--- src/rtl/wvb_readout_framer.sv ---
// wvb_readout_framer
// Drains the mDOM waveform buffer one waveform at a time and emits a framed
// 16-bit word stream: a start word, five header words, then a HI/LO word pair
// for every sample. The waveform is handed back to the buffer with a
// one-cycle rddone pulse once its last word has been accepted downstream.
// P_DATA_WIDTH is expected in 17..32 and P_HDR_WIDTH is fixed at 80.

module wvb_readout_framer #(
    parameter int P_DATA_WIDTH = 22,
    parameter int P_ADR_WIDTH  = 12,
    parameter int P_HDR_WIDTH  = 80,
    parameter int P_CHAN_ID    = 0
) (
    input  logic                    clk,
    input  logic                    rst_n,
    input  logic                    en,
    // header FIFO (show-ahead)
    input  logic [P_HDR_WIDTH-1:0]  hdr_data_out,
    input  logic                    hdr_empty,
    output logic                    hdr_rdreq,
    // waveform RAM
    input  logic [P_DATA_WIDTH-1:0] wvb_data_out,
    output logic                    wvb_rdreq,
    output logic                    wvb_rddone,
    // framed word stream
    output logic [15:0]             dout,
    output logic                    dout_valid,
    output logic                    dout_last,
    input  logic                    dout_ready,
    // status
    output logic                    busy,
    output logic [15:0]             wvf_count
);

    // Sample counter is one bit wider than the length field so that an
    // all-ones field (length-1 encoding) becomes a full 2**P_ADR_WIDTH count.
    localparam int CNT_W = P_ADR_WIDTH + 1;

    localparam logic [7:0] FRAME_MARK = 8'hA5;
    localparam logic [7:0] CHAN_TAG   = 8'(P_CHAN_ID);
    localparam logic [2:0] LAST_HDR_IDX = 3'd5;

    typedef enum logic [2:0] {
        ST_IDLE,
        ST_HDR_TX,
        ST_S_REQ,
        ST_S_WAIT,
        ST_S_HI,
        ST_S_LO
    } state_t;

    state_t                  state_q;
    state_t                  state_d;

    logic [P_HDR_WIDTH-1:0]  hdr_q;
    logic [P_DATA_WIDTH-1:0] samp_q;
    logic [CNT_W-1:0]        samp_left_q;
    logic [2:0]              word_idx_q;
    logic [15:0]             wvf_count_q;

    logic [CNT_W-1:0]        n_samp;
    logic [15:0]             hdr_word;
    logic [31:0]             samp_ext;
    logic [15:0]             hi_word;
    logic [15:0]             lo_word;
    logic                    last_samp;

    // ------------------------------------------------------------------
    // Word formatting
    // ------------------------------------------------------------------

    assign n_samp    = {1'b0, hdr_data_out[P_ADR_WIDTH-1:0]} + CNT_W'(1);
    assign samp_ext  = 32'(samp_q);
    assign hi_word   = samp_ext[31:16];
    assign lo_word   = samp_q[15:0];
    assign last_samp = (samp_left_q == '0);

    // Select the start word or one of the five latched header words.
    always_comb begin
        // NOTE: every signal assigned in a combinational block gets a default
        // first, so no path through the case can leave it unassigned (latch).
        hdr_word = 16'h0000;
        case (word_idx_q)
            3'd0:    hdr_word = {FRAME_MARK, CHAN_TAG};
            3'd1:    hdr_word = hdr_q[79:64];
            3'd2:    hdr_word = hdr_q[63:48];
            3'd3:    hdr_word = hdr_q[47:32];
            3'd4:    hdr_word = hdr_q[31:16];
            3'd5:    hdr_word = hdr_q[15:0];
            default: hdr_word = 16'h0000;
        endcase
    end

    // ------------------------------------------------------------------
    // Control FSM
    // ------------------------------------------------------------------

    // State register.
    always_ff @(posedge clk or negedge rst_n) begin
        // NOTE: clocked state uses non-blocking assignment so every register
        // samples the pre-edge values regardless of statement order.
        if (!rst_n) begin
            state_q <= ST_IDLE;
        end else begin
            state_q <= state_d;
        end
    end

    // Next-state logic and all handshake/strobe outputs.
    always_comb begin
        state_d    = state_q;
        hdr_rdreq  = 1'b0;
        wvb_rdreq  = 1'b0;
        wvb_rddone = 1'b0;
        dout       = 16'h0000;
        dout_valid = 1'b0;
        dout_last  = 1'b0;

        case (state_q)
            ST_IDLE: begin
                // rst_n is included so the pop strobe stays low while reset
                // is held, even with a header waiting and en high.
                if (en && !hdr_empty && rst_n) begin
                    hdr_rdreq = 1'b1;
                    state_d   = ST_HDR_TX;
                end
            end

            ST_HDR_TX: begin
                dout_valid = 1'b1;
                dout       = hdr_word;
                if (dout_ready && (word_idx_q == LAST_HDR_IDX)) begin
                    state_d = ST_S_REQ;
                end
            end

            ST_S_REQ: begin
                wvb_rdreq = 1'b1;
                state_d   = ST_S_WAIT;
            end

            ST_S_WAIT: begin
                // Read data is valid this cycle; it is latched below.
                state_d = ST_S_HI;
            end

            ST_S_HI: begin
                dout_valid = 1'b1;
                dout       = hi_word;
                if (dout_ready) begin
                    state_d = ST_S_LO;
                end
            end

            ST_S_LO: begin
                dout_valid = 1'b1;
                dout       = lo_word;
                dout_last  = last_samp;
                if (dout_ready) begin
                    if (last_samp) begin
                        wvb_rddone = 1'b1;
                        state_d    = ST_IDLE;
                    end else begin
                        state_d = ST_S_REQ;
                    end
                end
            end

            default: begin
                state_d = ST_IDLE;
            end
        endcase
    end

    // ------------------------------------------------------------------
    // Datapath
    // ------------------------------------------------------------------

    // Header latch, header word index, sample latch and samples remaining.
    always_ff @(posedge clk or negedge rst_n) begin
        if (!rst_n) begin
            // NOTE: the 80-bit header holding register is cleared on reset
            // like any other flop; it is a register, not a RAM, so this is
            // cheap and keeps a stale header from ever reaching dout.
            hdr_q       <= '0;
            samp_q      <= '0;
            samp_left_q <= '0;
            word_idx_q  <= '0;
        end else begin
            case (state_q)
                ST_IDLE: begin
                    if (hdr_rdreq) begin
                        hdr_q       <= hdr_data_out;
                        samp_left_q <= n_samp;
                        word_idx_q  <= '0;
                    end
                end
                ST_HDR_TX: begin
                    if (dout_ready) begin
                        word_idx_q <= (word_idx_q == LAST_HDR_IDX) ? 3'd0
                                                                   : word_idx_q + 3'd1;
                    end
                end
                ST_S_WAIT: begin
                    samp_q      <= wvb_data_out;
                    samp_left_q <= samp_left_q - CNT_W'(1);
                end
                default: begin
                end
            endcase
        end
    end

    // Completed-frame counter; wraps naturally at 16 bits.
    always_ff @(posedge clk or negedge rst_n) begin
        if (!rst_n) begin
            wvf_count_q <= '0;
        end else if (wvb_rddone) begin
            wvf_count_q <= wvf_count_q + 16'd1;
        end
    end

    assign wvf_count = wvf_count_q;
    assign busy      = (state_q != ST_IDLE);

endmodule

--- config.mk ---
export PLATFORM = sky130hd
export DESIGN_NAME = wvb_readout_framer
export DESIGN_NICKNAME = d
export VERILOG_FILES = /design/src/rtl/wvb_readout_framer.sv
export SDC_FILE = /design/constraint.sdc
export NUM_CORES = 1
export LEC_CHECK = 0
export CORE_MARGIN = 2
export CORE_UTILIZATION = 35
export DETAILED_ROUTE_END_ITERATION = 8
export HOLD_SLACK_MARGIN = 0.02
export SLEW_MARGIN = 20
export SYNTH_ARGS = -nofsm -noshare
export SYNTH_HDL_FRONTEND = slang
export SYNTH_SLANG_ARGS = --single-unit
--- constraint.sdc ---
create_clock -name clk -period 2.39 [get_ports clk]
set_input_delay 0.239 -clock clk [delete_from_list [all_inputs] [get_ports clk]]
set_output_delay 0.239 -clock clk [all_outputs]
set_load 0.05 [all_outputs]
Yosys cells after proc, flatten, opt, wreduce, memory -nomap -nowiden
Cells that the tools add are included.

storage, ports and cells
  flip-flop bits (word level) = 137
  input port bits = 107
  output and inout bits = 38
  logic and storage cells = 63

operators by class
  $add $sub $neg = 4
  eq/ne operators = 16
  mux-type cells = 22
  reductions and logical operators = 15

operators with widths
  cell                                                                   number
  16-bit case mux with 6 select lines                                    1
  16-bit case mux with 3 select lines                                    1
  13-bit case mux with 2 select lines                                    1
  3-bit 2-to-1 mux                                                       7
  3-bit case mux with 6 select lines                                     1
  16-bit by 1-bit adder with 16-bit output (second input constant)       1
  12-bit by 1-bit adder with 13-bit output (second input constant)       1
  13-bit logical NOT                                                     1
  13-bit 2-to-1 mux                                                      1
  13-bit by 1-bit subtractor with 13-bit output (second input constant)  1
  3-bit by 2-bit == test with 1-bit output (second input constant)       4
  3-bit == test (second input constant)                                  4
  2-bit != test (second input constant)                                  6
  1-bit 2-to-1 mux                                                       8
  3-bit by 1-bit == test with 1-bit output (second input constant)       2
  3-bit logical NOT                                                      2
  3-bit case mux with 2 select lines                                     1
  2-bit AND reduction                                                    2
  4-bit AND reduction                                                    1
  2-bit nonzero test                                                     2
  3-bit by 1-bit adder with 3-bit output (second input constant)         1
  1-bit logical AND                                                      3
  3-bit AND reduction                                                    1
  3-bit nonzero test                                                     1
  3 further kinds                                                        3

Longest topological paths before layout
  depth in word-level cells = 7
  gate-level depth with buffers = 9
  mapped depth without buffers = 6

Worst setup path after synthesis
No wires, ideal clock.

  kind = reg2out
  start = register word_idx_q[0]
  end = output dout[0]
  arrival = 2.735 ns
  required time = 2.151 ns
  slack = -0.584 ns
  cell stages (with the launch flop) = 9
  buffers on the path = 3
  cell sequence = dfrtp_1 > buf_2 > clkinv_1 > nor2_1 > ha_1 > buf_1 > clkbuf_1 > a222oi_1 > o21ai_0

on the way
  longest elaborated chain between the ends = 3
  elaborated cells between the ends (all ways) = 8
  classes of those cells = eq/ne (5); mux (2); reduce/logical (1)

RTL lines
  element                                      RTL line  source
  start: declaration                           58        logic [2:0] word_idx_q;
  start signal: assignment                     200       word_idx_q <= (word_idx_q == LAST_HDR_IDX) ? 3'd0
  3-bit == test, or another cell as far along  83        case (word_idx_q)
  16-bit case mux with 6 select lines *        83
  16-bit case mux with 3 select lines *        119       case (state_q)
  end: declaration                             26        output logic [15:0] dout,

Mark *: on every way between the ends. The rest lies on a longest branch, timed or not.

Worst setup path in the final report
  start = register word_idx_q[2]
  end = output dout[4]

Same word-level chain as after synthesis.

==> results.py <==
metrics = {
    "finish": {
        "mostFrequentLayoutCells": "314 x nand2_1, 134 x dfrtp_1, 122 x clkdlybuf4s50_1",
        "syn_to_final_growth_pct": 41.4,
        "final_core_util_pct": 50.9,
        "register_area_mm2": 0.00343,
        "multi_input_area_mm2": 0.00323,
        "fin_nets": 1036,
        "diodes": 0,
        "final_common_cell": "nand2_1",
        "drive_gt1_share_pct": 16.2,
        "instances_no_fill": 1197,
        "nFillCells": 1730,
    },
    "placement": {
        "place_ws_ns": 0.140,
        "portBuffers": 144,
        "place_hpwl_mm": 14.0,
        "placedCellCount": 1145,
        "place.gp.congestion": 0.855,
    },
    "worst_setup_path": {
        "path_cells": "buf_12 > buf_4 > buf_4 > mux2i_4 > o2bb2ai_2 > a222oi_1 > o21ai_2 > buf_6",
        "worstPathArrival_ns": 2.24,
        "end_kind": "primary output",
        "cp_slowest_cell": "dfrtp_2",
        "r2r_start": "state_q[1]$_DFFE_PN0P_",
        "cp_max_fo": 7,
        "crit_top_cell": "buf_4",
        "critPathKind": "register to primary output",
        "startpoint_type": "register",
        "startpoint": "word_idx_q[2]$_DFFE_PN0P_",
        "critPathRequiredTime_ns": 2.15,
        "r2r_slack_ns": 0.45,
        "slowest_delay_ns": 0.45,
    },
    "global_route": {
        "grt_pass1_wl_mm": 30.7,
        "grt_usage_pct": 19.5,
        "antenna_found_initial": 0,
        "grt_pass1_vias": 5633,
        "grt_overflow": 0,
        "grt_max_degree": 138,
    },
    "synth": {
        "syn_area_per_cell_um2": 8.88,
        "synth_nets": 875,
        "synth_top_area_share_pct": 50.6,
        "ys_ff_latch": 137,
        "synth_top_family_by_area": "simple AND/OR/NAND/NOR gates",
        "synthMuxAreaShare_pct": 2.55,
        "seq_area_frac_synth_pct": 50.6,
        "synth-edff-count": 0,
        "ys_types": 62,
        "synthArstFlopShare_pct": 100,
        "synth_warnings": 0,
        "yosys.area_share.simple_pct": 27.4,
        "synthTopCellsByArea": "dfrtp_1 51%, nand2_1 17%, xor2_1 2.2%, a22oi_1 2.0%, o21ai_0 1.9%",
        "synth_compound_area_share_pct": 11.0,
        "synth_ff_type": "dfrtp_1",
        "syn-instance-count": 763,
        "synth_xor_area_share_pct": 3.36,
        "synth_top_area_cell": "dfrtp_1",
        "synth_fa_ha_area_share_pct": 0.924,
        "syn_area_mm2": 0.00677,
    },
    "timing": {
        "fmax_mhz": 404,
        "tightestPinTransition_ns": 0.839,
        "hold_viol_final": 0,
        "setup_viol": 9,
        "maxSlewViolCount": 0,
        "fin_crit_sh_pct": 104,
        "finalCriticalPeriod_ns": 2.47,
        "tns_ns": -0.415,
        "fin_skew_ns": 0.00633,
        "fin_ws_ns": -0.0841,
        "rsz0062_at_grt": "yes",
        "maxSlewHeadroom_pct": 44.0,
    },
    "cts": {
        "h-tree-depth": 4,
        "cts_tree": "yes",
        "numCtsBuffers": 17,
        "clock_latency_ns": 0.43,
        "cts_buffer_depth": 2,
        "cts_root_buffer": "clkbuf_16",
        "clock_sinks": 137,
        "clk_pin_slew_ns": 0.06,
    },
    "detailed_routing": {
        "dr.pass1.iters": 7,
        "vias": 5895,
        "routedWlPerCell_um": 16.7,
        "viasPerCell": 4.92,
        "routed_wl_mm": 20.0,
        "antenna_left": 0,
        "drc_errors": 0,
        "dr.first_iter.drc_count": 394,
    },
    "status": {
        "status": "finished, violations left",
        "violations": "negative setup slack",
    },
    "floorplanning": {
        "die_w_um": 143,
        "rows": 50,
        "initial_core_util_pct": 36.0,
        "die_h_um": 143,
        "core_area_mm2": 0.0188,
        "die_area_mm2": 0.0205,
        "io_pins": 145,
    },
    "flow_run": {
        "maxCapViolCount": 0,
    },
    "min_path": {
        "hold_path_class": "input pin to register",
        "worstHoldStart": "hdr_data_out[26]",
    },
    "pwr": {
        "finalPower_mw": 12.1,
        "powerDensity_mw_per_mm2": 1260,
        "ir_drop_mv": 0.536,
        "p_leak_nw": 4.46,
    },
}
==> registers in the layout, summed over array words and instances, names as in the netlist <==
name	cells
hdr_q	80
samp_left_q	13
samp_q	22
state_q	3
word_idx_q	3
wvf_count	16
==> per-stage QoR <==
stage | hold WS [ns] | area [µm²]
global route | 0.325 | 9580
floorplan | -0.0566 | 6810
detailed placement | 0.462 | 8640
CTS | 0.322 | 9340
global placement | 0.458 | 8640
finish | 0.337 | 9580
==> where the power goes <==
part | internal [mW] | switching (mW)
Combinational | 2.29 | 3.05
Sequential | 3.34 | 0.830
Clock | 1.54 | 1.07
==> critical path: cells and delay by family, from the launching register on <==
| family | cells | cell delay [ns] |
|---|---|---|
| AOI/OAI and AO/OA | 3 | 0.55 |
| muxes | 1 | 0.19 |
| DFF | 1 | 0.45 |
| buffers and inverters | 4 | 0.61 |
==> kinds of logic after synthesis <==
family / after synthesis
multiplexers: 16
XOR/XNOR: 26
AND/OR/NAND/NOR: 415
flip-flops: 137
AO/OA/AOI/OAI: 104
buffers and inverters: 60
adder cells (fa/ha/maj): 5
==> synth_stat cells (12+ instances only) <==
| master | count |
|---|---|
| nand2_1 | 315 |
| nand3_1 | 15 |
| dfrtp_1 | 137 |
| a222oi_1 | 12 |
| inv_1 | 13 |
| a22oi_1 | 18 |
| buf_2 | 12 |
| xor2_1 | 17 |
| clkbuf_1 | 21 |
| o21ai_0 | 26 |
| nor3_1 | 13 |
| nor2_1 | 13 |
==> layer usage <==
layer	global-route usage (%)	part of all wire (%)	vias to the layer above
li1	-	-	2908
met1	29.2	49	2801
met2	28.6	44	164
met3	3.92	5.3	22
met4	5.42	1.6	0
met5	0	0	-
==> path summary, 6_finish.rpt <==
check | end | cells after the start
max | dout[4] | 8
min | hdr_q[26]$_DFFE_PN0P_ | 3
max reg2reg | samp_left_q[9]$_DFFE_PN0P_ | 5
min reg2reg | wvf_count[15]$_DFFE_PN0P_ | 1
max in group asynchronous | state_q[1]$_DFFE_PN0P_ | 3
min in group asynchronous | hdr_q[68]$_DFFE_PN0P_ | 3
==> area by class of cell <==
class                           instances  area share (%)
Multi-Input combinational cell        566            33.7
Sequential cell                       137            35.8
Clock buffer                           18            4.48
Tap cell                              260            3.40
Clock inverter                         14            1.54
Timing Repair Buffer                  188            20.5
Inverter                               14           0.549
==> timing repair <==
item / in CTS / in global routing
setup endpoints to repair: 18 / 19
gates cloned: 1 / 1
hold buffers: 1 / 0
resized for setup: 15 / 40
buffers inserted: 3 / 14
endpoints found under the hold margin: 14 / 0
pin swaps: 7 / 11
No activity file was read; power rests on OpenSTA's default activity.
